==> config.mk <==
export PLATFORM = sky130hd
export DESIGN_NAME = cussen_stream
export DESIGN_NICKNAME = d
export VERILOG_FILES = /design/src/rtl/cussen_pkg.sv /design/src/rtl/uniq_sort_table.sv /design/src/rtl/cussen_stream.sv
export SDC_FILE = /design/constraint.sdc
export NUM_CORES = 1
export LEC_CHECK = 0
export CORE_MARGIN = 1.5
export CORE_UTILIZATION = 33
export DETAILED_ROUTE_END_ITERATION = 7
export GPL_TIMING_DRIVEN = 0
export PLACE_DENSITY = 0.55
export SYNTH_ARGS = -nofsm -noshare
export SYNTH_HDL_FRONTEND = slang
export SYNTH_HIERARCHICAL = 1
export SYNTH_SLANG_ARGS = --single-unit
==> constraint.sdc <==
create_clock -name clk -period 22.3 [get_ports clk]
set_input_delay 3.345 -clock clk [delete_from_list [all_inputs] [get_ports clk]]
set_output_delay 3.345 -clock clk [all_outputs]
set_load 0.05 [all_outputs]
==> src/rtl/cussen_pkg.sv <==
// Shared types and helpers for the cussen_stream sort/dedup/delta block.
// Holds the FSM state enum, output word kinds and a width helper.
`timescale 1ns/1ps
package cussen_pkg;

  typedef enum logic [1:0] {
    ST_LOAD,
    ST_DELTA,
    ST_PTR
  } state_t;

  localparam logic KIND_DELTA = 1'b0;
  localparam logic KIND_PTR   = 1'b1;

  // $clog2 that never returns 0, so a 1-entry table still gets a pointer bit
  function automatic int clog2_min1(input int v);
    return (v > 1) ? $clog2(v) : 1;
  endfunction

endpackage

==> src/rtl/uniq_sort_table.sv <==
// Sorted, duplicate-free value table with parallel compare and insert.
// Ports: i_clr/i_ins/i_key update, o_hit/o_pos lookup, o_cnt, read port.
`timescale 1ns/1ps
module uniq_sort_table
  import cussen_pkg::*;
#(
  parameter  int W  = 8,
  parameter  int N  = 9,
  localparam int PW = clog2_min1(N),
  localparam int CW = $clog2(N + 1)
) (
  input  logic          clk,
  input  logic          rst,
  input  logic          i_clr,
  input  logic          i_ins,
  input  logic [W-1:0]  i_key,
  input  logic [PW-1:0] i_rd_idx,
  output logic          o_hit,
  output logic [CW-1:0] o_pos,
  output logic [CW-1:0] o_cnt,
  output logic [W-1:0]  o_rd_cur,
  output logic [W-1:0]  o_rd_prev
);

  logic [W-1:0]  r_tab [N];
  logic [CW-1:0] r_cnt;
  logic          w_hit;
  logic [CW-1:0] w_pos;
  logic          w_ins;

  // pos = number of live entries below key; equals rank on a hit
  always_comb begin
    w_hit = 1'b0;
    w_pos = '0;
    for (int i = 0; i < N; i++) begin
      if (CW'(i) < r_cnt) begin
        if (r_tab[i] == i_key)
          w_hit = 1'b1;
        if (r_tab[i] < i_key)
          w_pos = w_pos + CW'(1);
      end
    end
  end

  assign w_ins = i_ins && !w_hit;

  always_ff @(posedge clk) begin
    if (rst || i_clr)
      r_cnt <= '0;
    else if (w_ins)
      r_cnt <= r_cnt + CW'(1);
  end

  // entries at or above pos move up one slot, key lands at pos
  always_ff @(posedge clk) begin
    if (w_ins) begin
      for (int i = 0; i < N; i++) begin
        if (CW'(i) == w_pos)
          r_tab[i] <= i_key;
        else if (CW'(i) > w_pos)
          r_tab[i] <= r_tab[(i > 0) ? i - 1 : 0];
      end
    end
  end

  assign o_hit    = w_hit;
  assign o_pos    = w_pos;
  assign o_cnt    = r_cnt;
  assign o_rd_cur = r_tab[i_rd_idx];
  // prev of entry 0 reads as 0 so the first delta is the value itself
  assign o_rd_prev = (i_rd_idx == '0) ? '0
                   : r_tab[i_rd_idx - PW'(1)];

endmodule

==> src/rtl/cussen_stream.sv <==
// Streaming sort/dedup/delta coder: loads a frame, then emits deltas and ranks.
// Ports: in_* sample stream, out_* word stream, uniq_count/frame_len stats.
`timescale 1ns/1ps
module cussen_stream
  import cussen_pkg::*;
#(
  parameter  int W  = 8,
  parameter  int N  = 9,
  localparam int PW = clog2_min1(N),
  localparam int CW = $clog2(N + 1)
) (
  input  logic          clk,
  input  logic          rst,
  input  logic          in_valid,
  output logic          in_ready,
  input  logic [W-1:0]  in_data,
  input  logic          in_last,
  output logic          out_valid,
  input  logic          out_ready,
  output logic [W-1:0]  out_data,
  output logic          out_kind,
  output logic          out_last,
  output logic [CW-1:0] uniq_count,
  output logic [CW-1:0] frame_len
);

  state_t        r_state;
  state_t        w_next;
  logic [W-1:0]  r_raw [N];
  logic [PW-1:0] r_idx;
  logic [CW-1:0] r_k;

  logic          w_in_hs;
  logic          w_out_hs;
  logic          w_close;
  logic          w_delta_end;
  logic          w_ptr_end;
  logic          w_hit;
  logic [CW-1:0] w_pos;
  logic [CW-1:0] w_cnt;
  logic [W-1:0]  w_key;
  logic [W-1:0]  w_cur;
  logic [W-1:0]  w_prev;

  assign in_ready    = (r_state == ST_LOAD) && !rst;
  assign w_in_hs     = in_valid && in_ready;
  assign w_out_hs    = out_valid && out_ready;
  assign w_close     = w_in_hs
                    && (in_last || r_idx == PW'(N - 1));
  assign w_delta_end = (r_k == uniq_count - CW'(1));
  assign w_ptr_end   = (r_k == frame_len - CW'(1));

  // comparators are shared: incoming sample in LOAD, stored sample in PTR
  assign w_key = (r_state == ST_PTR) ? r_raw[r_k[PW-1:0]]
                                     : in_data;

  uniq_sort_table #(
    .W(W),
    .N(N)
  ) u_tab (
    .clk      (clk),
    .rst      (rst),
    .i_clr    (w_out_hs && r_state == ST_PTR && w_ptr_end),
    .i_ins    (w_in_hs),
    .i_key    (w_key),
    .i_rd_idx (r_k[PW-1:0]),
    .o_hit    (w_hit),
    .o_pos    (w_pos),
    .o_cnt    (w_cnt),
    .o_rd_cur (w_cur),
    .o_rd_prev(w_prev)
  );

  always_ff @(posedge clk) begin
    if (rst)
      r_state <= ST_LOAD;
    else
      r_state <= w_next;
  end

  always_comb begin
    w_next = r_state;
    unique case (r_state)
      ST_LOAD:  if (w_close) w_next = ST_DELTA;
      ST_DELTA: if (w_out_hs && w_delta_end) w_next = ST_PTR;
      ST_PTR:   if (w_out_hs && w_ptr_end) w_next = ST_LOAD;
      default:  w_next = ST_LOAD;
    endcase
  end

  // words are decoded from registered state/counters, so they stay
  // stable for as long as the consumer stalls
  always_comb begin
    out_valid = 1'b0;
    out_data  = '0;
    out_kind  = KIND_DELTA;
    out_last  = 1'b0;
    unique case (r_state)
      ST_DELTA: begin
        out_valid = 1'b1;
        out_data  = w_cur - w_prev;
      end
      ST_PTR: begin
        out_valid = 1'b1;
        out_kind  = KIND_PTR;
        out_data  = W'(w_pos);
        out_last  = w_ptr_end;
      end
      default: ;
    endcase
  end

  always_ff @(posedge clk) begin
    if (rst) begin
      r_idx      <= '0;
      r_k        <= '0;
      uniq_count <= '0;
      frame_len  <= '0;
    end else begin
      unique case (r_state)
        ST_LOAD: begin
          if (w_in_hs)
            r_idx <= r_idx + PW'(1);
          if (w_close) begin
            // table count is updated on the same edge, so add the miss here
            uniq_count <= w_hit ? w_cnt : w_cnt + CW'(1);
            frame_len  <= CW'(r_idx) + CW'(1);
            r_k        <= '0;
          end
        end
        ST_DELTA: begin
          if (w_out_hs)
            r_k <= w_delta_end ? '0 : r_k + CW'(1);
        end
        ST_PTR: begin
          if (w_out_hs) begin
            if (w_ptr_end) begin
              r_k   <= '0;
              r_idx <= '0;
            end else begin
              r_k <= r_k + CW'(1);
            end
          end
        end
        default: ;
      endcase
    end
  end

  always_ff @(posedge clk) begin
    if (w_in_hs)
      r_raw[r_idx] <= in_data;
  end

endmodule

==> metrics.md, run 1 <==
| Metric | Value |
|---|---|
| Core area | ~35000 um2 |
| CTS root buffer | clkbuf_16 |
| Worst hold-check path type | register to register |
| Largest net degree at the start of global routing | 19 |
| Most frequent CP cell | ha_1 |
| Ys flop type | edfxtp_1 |
| TritonCTS buffer count | 17 |
| Initial antenna violation count | 0 |
| Setup Viol. Count Final | 0 |
| Fin crit period | 16.08 ns |
| Most numerous cell in the Yosys netlist | edfxtp_1 |
| Total negative slack | 0 ns |
| Post_cts resized | 0 |
| Antenna Violating Nets Remaining | 0 |
| DP Wirelength | between 20000 and 25000 um |
| Post-Syn Instances | around 960 |
| 1st-pass router iterations | 5 |
| Synth Area per Inst | 12.4 um2 |
| Critical Path AT | roughly 13 ns |
| Grt total ovfl | 0 |
| H-Tree Depth | 4 |
| Uppermost layer routed | met4 |
| Fmax | 62.2 MHz |
| Num Clock Sinks | 170 |
| Vias per cell | ~5.4 |
| Placer Congestion | 0.910 |
| Design Power | 1.03 mW |
| Worst-Margin Slew | about 1.2 ns |
| Chip Width | around 190 um |
| Cell area after layout | roughly 13000 um2 |
| Die area | 37100 um2 |
| RSZ-0062 raised after global routing | no |
| I/O pins | 33 |
| Worst slack at placement | 6.30 ns |
| Fillers | roughly 3.4k |
| Worst setup EP type | primary output |
| CP max-delay cell | clkdlybuf4s50_1 |
| Synth cell types | 88 |
| Clock slew at reported path FFs | around 0.070 ns |
| Max-slew headroom | 0.221 |
| Area delta synth->final | 12.7% |
| Crit share post-route | 0.721 |
| Hold Violations, Final | 0 |
| Top cells by area, synth | edfxtp_1 (36%), ha_1 (11%), mux4_2 (8.0%), mux2_4 (5.2%), dfxtp_1 (4.4%) |
| Post-CTS Setup Inserts | 0 |
| First-pass GRT wire length | 47100 um |
| Cell type with the largest total area after synthesis | edfxtp_1 |
| Pleak | 4.83 nW |
| Drc violations | 0 |
| Synth top area share | 0.364 |
| I/O Buffers | 32 |
| Row count | about 70 |
| Number of synthesized register bits | between 150 and 200 |
| Worst skew pair latency | 0.44 ns |
| Max-slew violations | 0 |
| Length of routed met2 wiring | 14100 um |
| DR iter-0 viols | roughly 510 |
| CTS tree | built |
| Number of global-route vias before repair | roughly 7.8k |
| Finished Core Util | 0.377 |
| Synth Cell Area | roughly 12000 um2 |
| Routed WL | between 30000 and 40000 um |
| Setup CP Type | input pin to primary output |
| Syn Nets | approximately 1.1k |
| Longest Clk Path Bufs | 2 |
| FFs w/ async S/R, synth | 0 |
| Startpoint types | input pin |
| MaxCap Viol Count | 0 |
| Gr usage total | 0.171 |
| Die Y | between 150 and 200 um |
| Clock skew | 0.00829 ns |
| Cts hold-fix bufs | 0 |
| Synth top cells by count | edfxtp_1 (144), ha_1 (102), inv_1 (58) |
| Initial core utilization | 0.335 |
| Wire length on met1 | 14500 um |
| Detailed-route wire length per cell | ~21 um |
| Post-synth EDFFs | 144 |
| PD cells | between 70 and 80 nW/um2 |
| Crit-path max cell delay | ~0.80 ns |
| VDD IR max | 0.0542 mV |
| Post-synthesis sequential area ratio | 0.408 |
| Crit Path Max Fanout | 10 |
| Antenna diode count | 0 |
| Worst path required time | approximately 19 ns |
| Status | finished, final reports clean |
| Placed cell area | approximately 13000 um2 |
| DR WL met3 | 1190 um |
| Yosys warns | 6 |
| Layout cells sized above 1 | 0.187 |
| Via count | approximately 8k |
| Final Net Count | roughly 1.1k |
| Final worst slack | between 6 and 7 ns |
[per-layer routing]
| metal | vias to the layer above | GRT usage |
|---|---|---|
| met5 | - | 0 |
| met4 | 0 | 0.0537 |
| met3 | 36 | 0.0240 |
| met2 | 183 | 0.274 |
| met1 | 3974 | 0.237 |
| li1 | 3793 | - |
[flip-flops by register name, indices dropped and copies added (netlist names), named ones only]
signal       cells
frame_len        4
r_idx            4
u_tab/r_tab     72
r_state          2
u_tab/o_cnt      4
r_k              4
r_raw           72
uniq_count       4
[worst max-delay path: cells and delay by family]
family	cells	cell delay [ns]
buf+inv	8	2.29
simple gates	13	1.63
compound gates	14	2.73
xor+xnor	1	0.16
mux	1	0.46
fa+ha+maj	7	2.09
[per-stage QoR]
stage / hold slack, ns / cells
2_1_floorplan: 0.491 / 957
3_3_place_gp: 0.509 / 1450
3_5_place_dp: 0.521 / 1451
4_1_cts: 0.533 / 1483
5_1_grt: 0.557 / 1483
6_report: 0.529 / 1483
[worst paths after layout]
check | startpoint | to | slack, ns | depth (start not counted)
worst max-delay path | in_data[1] | out_data[1] | 6.22 | 44
worst min-delay path | uniq_count[3] | uniq_count[3] | 0.53 | 2
worst max register to register | register | u_tab/r_tab[5][5] | 11.39 | 49
worst min register to register | uniq_count[3] | uniq_count[3] | 0.53 | 2
[where the power goes]
part	internal (mW)	switching (mW)	total (mW)	leakage (nW)
sequential	0.385	0.0290	0.414	1.53
clock	0.170	0.141	0.311	0.289
combinational	0.133	0.167	0.300	3.01
[kinds of logic (layout without fill, tap and decap cells)]
kind of cell | after synthesis | after routing | share of synthesized area
and+or+nand+nor | 238 | 238 | 0.103
DFF | 170 | 170 | 0.408
muxes | 158 | 158 | 0.215
xor gates and xnor gates | 39 | 39 | 0.0370
buffers and inverters | 92 | 157 | 0.0364
adders and majority gates | 103 | 103 | 0.109
AOI/OAI and AO/OA | 157 | 157 | 0.0913
[cells in the final DEF (no fill, tap or decap), types with 5 or more instances in the layout]
| cell | Yosys | final |
|---|---|---|
| mux4_2 | 42 | 42 |
| nand2_1 | 53 | 53 |
| clkbuf_1 | 12 | 12 |
| edfxtp_1 | 144 | 144 |
| nand4_1 | 20 | 20 |
| inv_1 | 58 | 58 |
| mux4_1 | 6 | 6 |
| nand3_1 | 20 | 20 |
| mux2_2 | 30 | 30 |
| mux2_4 | 41 | 41 |
| buf_2 | 6 | 7 |
| a211oi_1 | 17 | 17 |
| o21ai_1 | 6 | 6 |
| xnor2_1 | 21 | 21 |
| o211ai_1 | 6 | 6 |
| a21o_1 | 11 | 11 |
| xor2_1 | 11 | 11 |
| mux2i_4 | 8 | 8 |
| ha_1 | 102 | 102 |
| dfxtp_1 | 26 | 26 |
| and2_1 | 16 | 16 |
| a21oi_1 | 35 | 35 |
| o21ai_0 | 27 | 27 |
| clkdlybuf4s50_1 | 0 | 32 |
| clkbuf_16 | 0 | 17 |
| mux2i_1 | 28 | 28 |
| o21a_1 | 5 | 5 |
| nor2_1 | 46 | 46 |
| nor2b_1 | 16 | 16 |
| nor3_1 | 25 | 25 |
| nand2b_1 | 12 | 12 |
[cell type report]
| cell class | count | area [um2] | share of cell area |
|---|---|---|---|
| buffer | 31 | 203 | 0.0151 |
| clock buffer | 17 | 425 | 0.0318 |
| clock inverter | 15 | 183 | 0.0136 |
| inverter | 61 | 229 | 0.0171 |
| multi-input combinational | 695 | 6600 | 0.493 |
| sequential | 170 | 4840 | 0.362 |
| tap | 461 | 577 | 0.0431 |
| timing repair buffer | 33 | 325 | 0.0243 |
Note: power is estimated with default switching activity, not from simulation.
==> run 2: changes to the inputs <==
Settings changed: PLACE_DENSITY 0.55 to 0.57.
Clock period 22.3 ns to 14.7 ns, I/O delays scaled along.
==> metrics.md, run 2 (same netlist as run 1, synthesis figures left out) <==
| Metric | Value |
|---|---|
| Status | finished, final reports clean |
| Antenna Violating Nets Remaining | 0 (unchanged) |
| I/O pins | 33 (unchanged) |
| Most frequent cells in the layout | edfxtp_1 (144), ha_1 (102), inv_1 (58), nand2_1 (53), nor2_1 (46) |
| Met1 Usage GRT | 0.243 (+0.00638) |
| Worst hold slack | 0.538 ns (+0.00900 ns) |
| Row count | 69 (unchanged) |
| Worst hold-check path type | register to register |
| CP max-delay cell | clkdlybuf4s50_1 |
| Vias per cell | 5.41 (+0.53%) |
| Core area | 35500 um2 (unchanged) |
| CTS root buffer | clkbuf_16 |
| Antenna diode count | 0 (unchanged) |
| Longest Clk Path Bufs | 2 (unchanged) |
| Num Clock Sinks | 170 (unchanged) |
| I/O Buffers | 32 (unchanged) |
| RSZ-0062 raised after global routing | no |
| Chip Width | 193 um (unchanged) |
| DR iter-0 viols | 583 (+14%) |
| TritonCTS buffer count | 17 (unchanged) |
| Max-slew violations | 0 (unchanged) |
| Setup Viol. Count Final | 0 (unchanged) |
| Setup CP Type | input pin to primary output |
| MaxCap Viol Count | 0 (unchanged) |
| First-pass GRT wire length | 47500 um (+0.72%) |
| Final Net Count | 1125 (unchanged) |
| Total negative slack | 0 ns (unchanged) |
| Fillers | 3385 (-0.79%) |
| Routed WL | 30400 um (-0.11%) |
| Hold path endpoint | r_state[0] |
| Layout cells sized above 1 | 0.188 (+0.000978) |
| Drc violations | 0 (unchanged) |
| Post-CTS Setup Inserts | 0 (unchanged) |
| Hold path depth | 2 (unchanged) |
| PD cells | 115 nW/um2 (+50%) |
| Design Power | 1.53 mW (+49%) |
| Hold path start | r_state[0] |
| Clock slew at reported path FFs | 0.08 ns (about the same) |
| Pleak | 4.83 nW (about the same) |
| VDD IR max | 0.0691 mV (+27%) |
| Biggest registers after layout | r_raw (72), u_tab/r_tab (72) |
| Hold Violations, Final | 0 (unchanged) |
| H-Tree Depth | 4 (unchanged) |
| Initial core utilization | 0.335 (unchanged) |
| Initial antenna violation count | 0 (unchanged) |
| Fin crit period | approximately 14 ns |
| Gr usage total | 0.171 (+0.000728) |
| Fmax | 72.9 MHz |
| Worst path required time | 12.49 ns (-6.46 ns) |
| Reg2Reg Depth | 49 (unchanged) |
| Area delta synth->final | 12.5% |
| Clock skew | 0.0116 ns (+0.00327 ns) |
| 1st-pass router iterations | 7 (+2) |
| Most frequent CP cell | ha_1 |
| Crit-path max cell delay | 0.81 ns (about the same) |
| Placer Congestion | 0.899 (-1.2%) |
| Die area | 37100 um2 (unchanged) |
| Worst setup EP type | primary output |
| Max-slew headroom | 0.195 (-0.0258) |
| Met2 usage | 0.265 (-0.00993) |
| Number of global-route vias before repair | 7863 (+1.3%) |
| Via count | 8028 (+0.53%) |
| DP Wirelength | 23000 um (-0.57%) |
| Most used routing layer | met2 |
| Startpoint types | input pin |
| Worst-Margin Slew | 1.21 ns (+0.0387 ns) |
| Die Y | 193 um (unchanged) |
| Placed cell area | 12800 um2 (unchanged) |
| Cts hold-fix bufs | 0 (unchanged) |
| Crit Path Max Fanout | 10 (unchanged) |
| R2r endpoint | u_tab/r_tab[1][2] |
| Worst R2R Setup Slack | 3.85 ns (-7.54 ns) |
| Critical Path AT | 11.51 ns (-1.23 ns) |
| Met3 usage | 0.0320 (+0.00800) |
| Detailed-route wire length per cell | 20.5 um (-0.11%) |
| Crit share post-route | 0.933 |
| Commonest non-fill, non-tap cell in the layout | edfxtp_1 |
| Grt total ovfl | 0 (unchanged) |
| Cell area after layout | 13400 um2 (-0.22%) |
| CTS tree | built |
| Worst skew pair latency | 0.44 ns (about the same) |
| Post_cts resized | 0 (unchanged) |
| Largest net degree at the start of global routing | 19 (unchanged) |
run 2: cell count changes in the layout (fill, tap and decap cells not counted):
| cell | before | now |
|---|---|---|
| clkinv_1 | 1 | 0 |
| inv_8 | 4 | 3 |
| clkinv_4 | 1 | 2 |
| clkinv_8 | 1 | 3 |
| clkinv_2 | 0 | 1 |
| bufinv_16 | 2 | 0 |
| inv_6 | 3 | 4 |
| inv_4 | 0 | 2 |
| clkinvlp_4 | 3 | 0 |
run 2: stage by stage:
step / utilization / worst slack (ns) / std cells
final: 0.376 / 0.990 / 1483
after global routing: 0.376 / 0.350 / 1483
after CTS: 0.376 / 1.06 / 1483
after detailed placement: 0.360 / 1.08 / 1451
after global placement: 0.360 / 1.02 / 1450
after floorplan: - / 3.02 / 957
run 2: area by class of cell:
| cell class | count | area (um2) | share of cell area |
|---|---|---|---|
| clock inverters | 15 | 153 | 0.0114 |
| multi-input cells | 695 | 6600 | 0.494 |
| repair buffers | 33 | 325 | 0.0244 |
| inverters | 61 | 229 | 0.0171 |
| plain buffers | 31 | 203 | 0.0152 |
| clock buffers | 17 | 425 | 0.0319 |
| well taps | 461 | 577 | 0.0432 |
| flip-flops and latches | 170 | 4840 | 0.363 |
run 2: worst max-delay path, delay by kind of cell:
family	cells	cell delay (ns)
adders and majority gates	7	2.05
xor gates and xnor gates	1	0.16
buffers and inverters	8	2.28
AOI/OAI and AO/OA	14	2.69
and+or+nand+nor	13	1.63
muxes	1	0.45
run 2: worst max path at each step:
stage / slack, ns / endpoint / cells past startpoint / from
after global routing: 0.35 / out_data[1] / 44 / in_data[1]
after floorplan: 3.02 / out_data[1] / 42 / in_data[1]
after detailed placement: 1.08 / out_data[1] / 44 / in_data[1]
after CTS: 1.06 / out_data[1] / 44 / in_data[1]
after global placement: 1.02 / out_data[1] / 44 / in_data[1]
final: 0.99 / out_data[1] / 44 / in_data[1]
run 2: metal layers:
layer / wire [um] / part of all wire
met4: 492 / 0.016
met3: 1440 / 0.047
met2: 13700 / 0.45
met5: 0 / 0
met1: 14800 / 0.49
run 2: power breakdown:
group	internal, mW	total (mW)	switching [mW]	leakage [nW]
clock	0.226	0.442	0.216	0.288
sequential	0.584	0.628	0.0437	1.53
combinational	0.202	0.461	0.259	3.01
==> run 3: changes to the inputs <==
Settings changed: SLEW_MARGIN set to 20.
==> metrics.md, run 3 (same netlist as run 1, synthesis figures left out) <==
| Metric | Value |
|---|---|
| Hold path depth | 2 (unchanged) |
| Biggest registers after layout | r_raw (72), u_tab/r_tab (72) |
| Reg2Reg Depth | 49 (unchanged) |
| PD cells | 117 nW/um2 (+2.4%) |
| Die Y | 193 um (unchanged) |
| Area delta synth->final | 13.2% |
| Initial antenna violation count | 0 (unchanged) |
| CTS tree | built |
| Commonest non-fill, non-tap cell in the layout | edfxtp_1 |
| Post-CTS Setup Inserts | 0 (unchanged) |
| H-Tree Depth | 4 (unchanged) |
| Logic pwr share | 0.294 (-0.007) |
| Die area | 37100 um2 (unchanged) |
| Critical Path AT | 11.45 ns (-0.06 ns) |
| Worst skew pair latency | 0.44 ns (about the same) |
| Chip Width | 193 um (unchanged) |
| Setup CP Type | input pin to primary output |
| Multi-input gate area | 6620 um2 (+0.34%) |
| VDD IR max | 0.0691 mV (+0.11%) |
| Design Power | 1.58 mW (+3.0%) |
| I/O pins | 33 (unchanged) |
| Max-slew violations | 0 (unchanged) |
| Fin crit period | 13.65 ns (-0.0566 ns) |
| Status | finished, final reports clean |
| Number of global-route vias before repair | 7943 (+1.0%) |
| Crit-path max cell delay | 0.80 ns (about the same) |
| Worst path required time | 12.49 ns (about the same) |
| Routed WL | 30600 um (+0.55%) |
| Fmax | 73.2 MHz (+0.41%) |
| Via count | 8130 (+1.3%) |
| Most frequent CP cell | ha_1 |
| Initial core utilization | 0.335 (unchanged) |
| Final Net Count | 1125 (unchanged) |
| DR iter-0 viols | 657 (+13%) |
| Switch share | 0.334 (-0.00475) |
| Vias per cell | 5.48 (+1.3%) |
| Crit share post-route | 0.929 (-0.00385) |
| Clock slew at reported path FFs | 0.07 ns (about the same) |
| Worst hold-check path type | register to register |
| Finished Core Util | 0.379 (+0.00240) |
| First-pass GRT wire length | 47900 um (+0.96%) |
| Largest net degree at the start of global routing | 20 (+1) |
| Setup Viol. Count Final | 0 (unchanged) |
| Max-slew headroom | 0.235 (+0.0399) |
| Hold path endpoint | uniq_count[3] |
| FF+latch area | 4840 um2 (unchanged) |
| Longest Clk Path Bufs | 2 (unchanged) |
| Antenna diode count | 0 (unchanged) |
| Worst Setup SP | in_data[1] |
| Antenna Violating Nets Remaining | 0 (unchanged) |
| Gr usage total | 0.172 (+0.000954) |
| Hold path start | uniq_count[3] |
| Row count | 69 (unchanged) |
| CTS root buffer | clkbuf_16 |
| Post_cts resized | 0 (unchanged) |
| DP Wirelength | 23100 um (+0.43%) |
| RSZ-0062 raised after global routing | no |
| R2r endpoint | u_tab/r_tab[5][0] |
| Num Clock Sinks | 170 (unchanged) |
| Pleak | 4.86 nW (+0.53%) |
| Clock skew | 0.0162 ns (+0.00463 ns) |
| TritonCTS buffer count | 17 (unchanged) |
| Int Pwr | 1.05 mW (+3.8%) |
| Layout cells sized above 1 | 0.190 (+0.00196) |
| Crit Path Max Fanout | 10 (unchanged) |
| Hold Violations, Final | 0 (unchanged) |
| P_sw | 0.526 mW (+1.6%) |
| Worst-Margin Slew | 1.14 ns (-0.0612 ns) |
| Worst R2R Setup Slack | 3.87 ns (+0.02 ns) |
| Sequential share of power | 0.398 (-0.012) |
| Placer Congestion | 0.899 (unchanged) |
| Worst hold slack | 0.528 ns (-0.0100 ns) |
| Total negative slack | 0 ns (unchanged) |
| Startpoint types | input pin |
| Clock Power Share | 0.308 (+0.019) |
| MaxCap Viol Count | 0 (unchanged) |
| Drc violations | 0 (unchanged) |
| Detailed-route wire length per cell | 20.6 um (+0.55%) |
| Cts hold-fix bufs | 0 (unchanged) |
| Grt total ovfl | 0 (unchanged) |
| DP Cell Count | 1451 (unchanged) |
| 1st-pass router iterations | 5 (-2) |
| Most frequent cells in the layout | edfxtp_1 (144), ha_1 (102), inv_1 (58), nand2_1 (53), nor2_1 (46) |
| CP max-delay cell | clkdlybuf4s50_1 |
| Final cell count without fillers | 1483 (unchanged) |
| Worst setup EP type | primary output |
| I/O Buffers | 32 (unchanged) |
| Fillers | 3412 (+0.80%) |
| Core area | 35500 um2 (unchanged) |
[run 3: cell count changes in the layout (fill, tap and decap cells not counted), moves of 2 or more]
cell       before  now
inv_4           2    0
inv_8           3    5
clkinv_4        2    0
bufinv_16       0    2
[run 3: cell type report]
| cell class | instances | area share |
|---|---|---|
| well taps | 461 | 0.0429 |
| inverters | 61 | 0.0170 |
| repair buffers | 33 | 0.0242 |
| flip-flops and latches | 170 | 0.361 |
| clock inverters | 15 | 0.0160 |
| plain buffers | 31 | 0.0151 |
| clock buffers | 17 | 0.0317 |
| multi-input cells | 695 | 0.493 |
[run 3: worst max-delay path by stage]
| stage | to | slack (ns) |
|---|---|---|
| detailed placement | out_data[1] | 1.06 |
| finish | out_data[1] | 1.05 |
| global route | out_data[1] | 0.30 |
| floorplan | out_data[1] | 3.02 |
| CTS | out_data[1] | 1.04 |
| global placement | out_data[1] | 1.02 |
[run 3: critical path: cells and delay by family]
family          cells  cell delay [ns]
buf+inv             8             2.26
compound gates     14             2.70
xor+xnor            1             0.16
fa+ha+maj           7             2.07
simple gates       13             1.59
mux                 1             0.44
[run 3: power by group through the flow]
| stage | clock network [mW] | registers (mW) | logic (mW) |
|---|---|---|---|
| after floorplan | 0 | 0.625 | 0.337 |
| after global placement | 0 | 0.637 | 0.448 |
| after detailed placement | 0 | 0.637 | 0.457 |
| after CTS | 0.495 | 0.627 | 0.461 |
| after global routing | 0.514 | 0.633 | 0.508 |
| final | 0.486 | 0.628 | 0.463 |
[run 3: stage by stage]
stage	cell area [um2]	worst slack [ns]
floorplan	11900	3.02
global placement	12800	1.02
detailed placement	12800	1.06
CTS	13400	1.04
global route	13400	0.302
finish	13400	1.05
[run 3: routing by layer]
metal,part of all wire,wire length (um),up-vias,global-route usage
li1,-,-,3799,-
met1,0.47,14400,4035,0.246
met2,0.45,13800,261,0.265
met3,0.057,1730,35,0.0309
met4,0.020,610,0,0.0525
met5,0,0,-,0
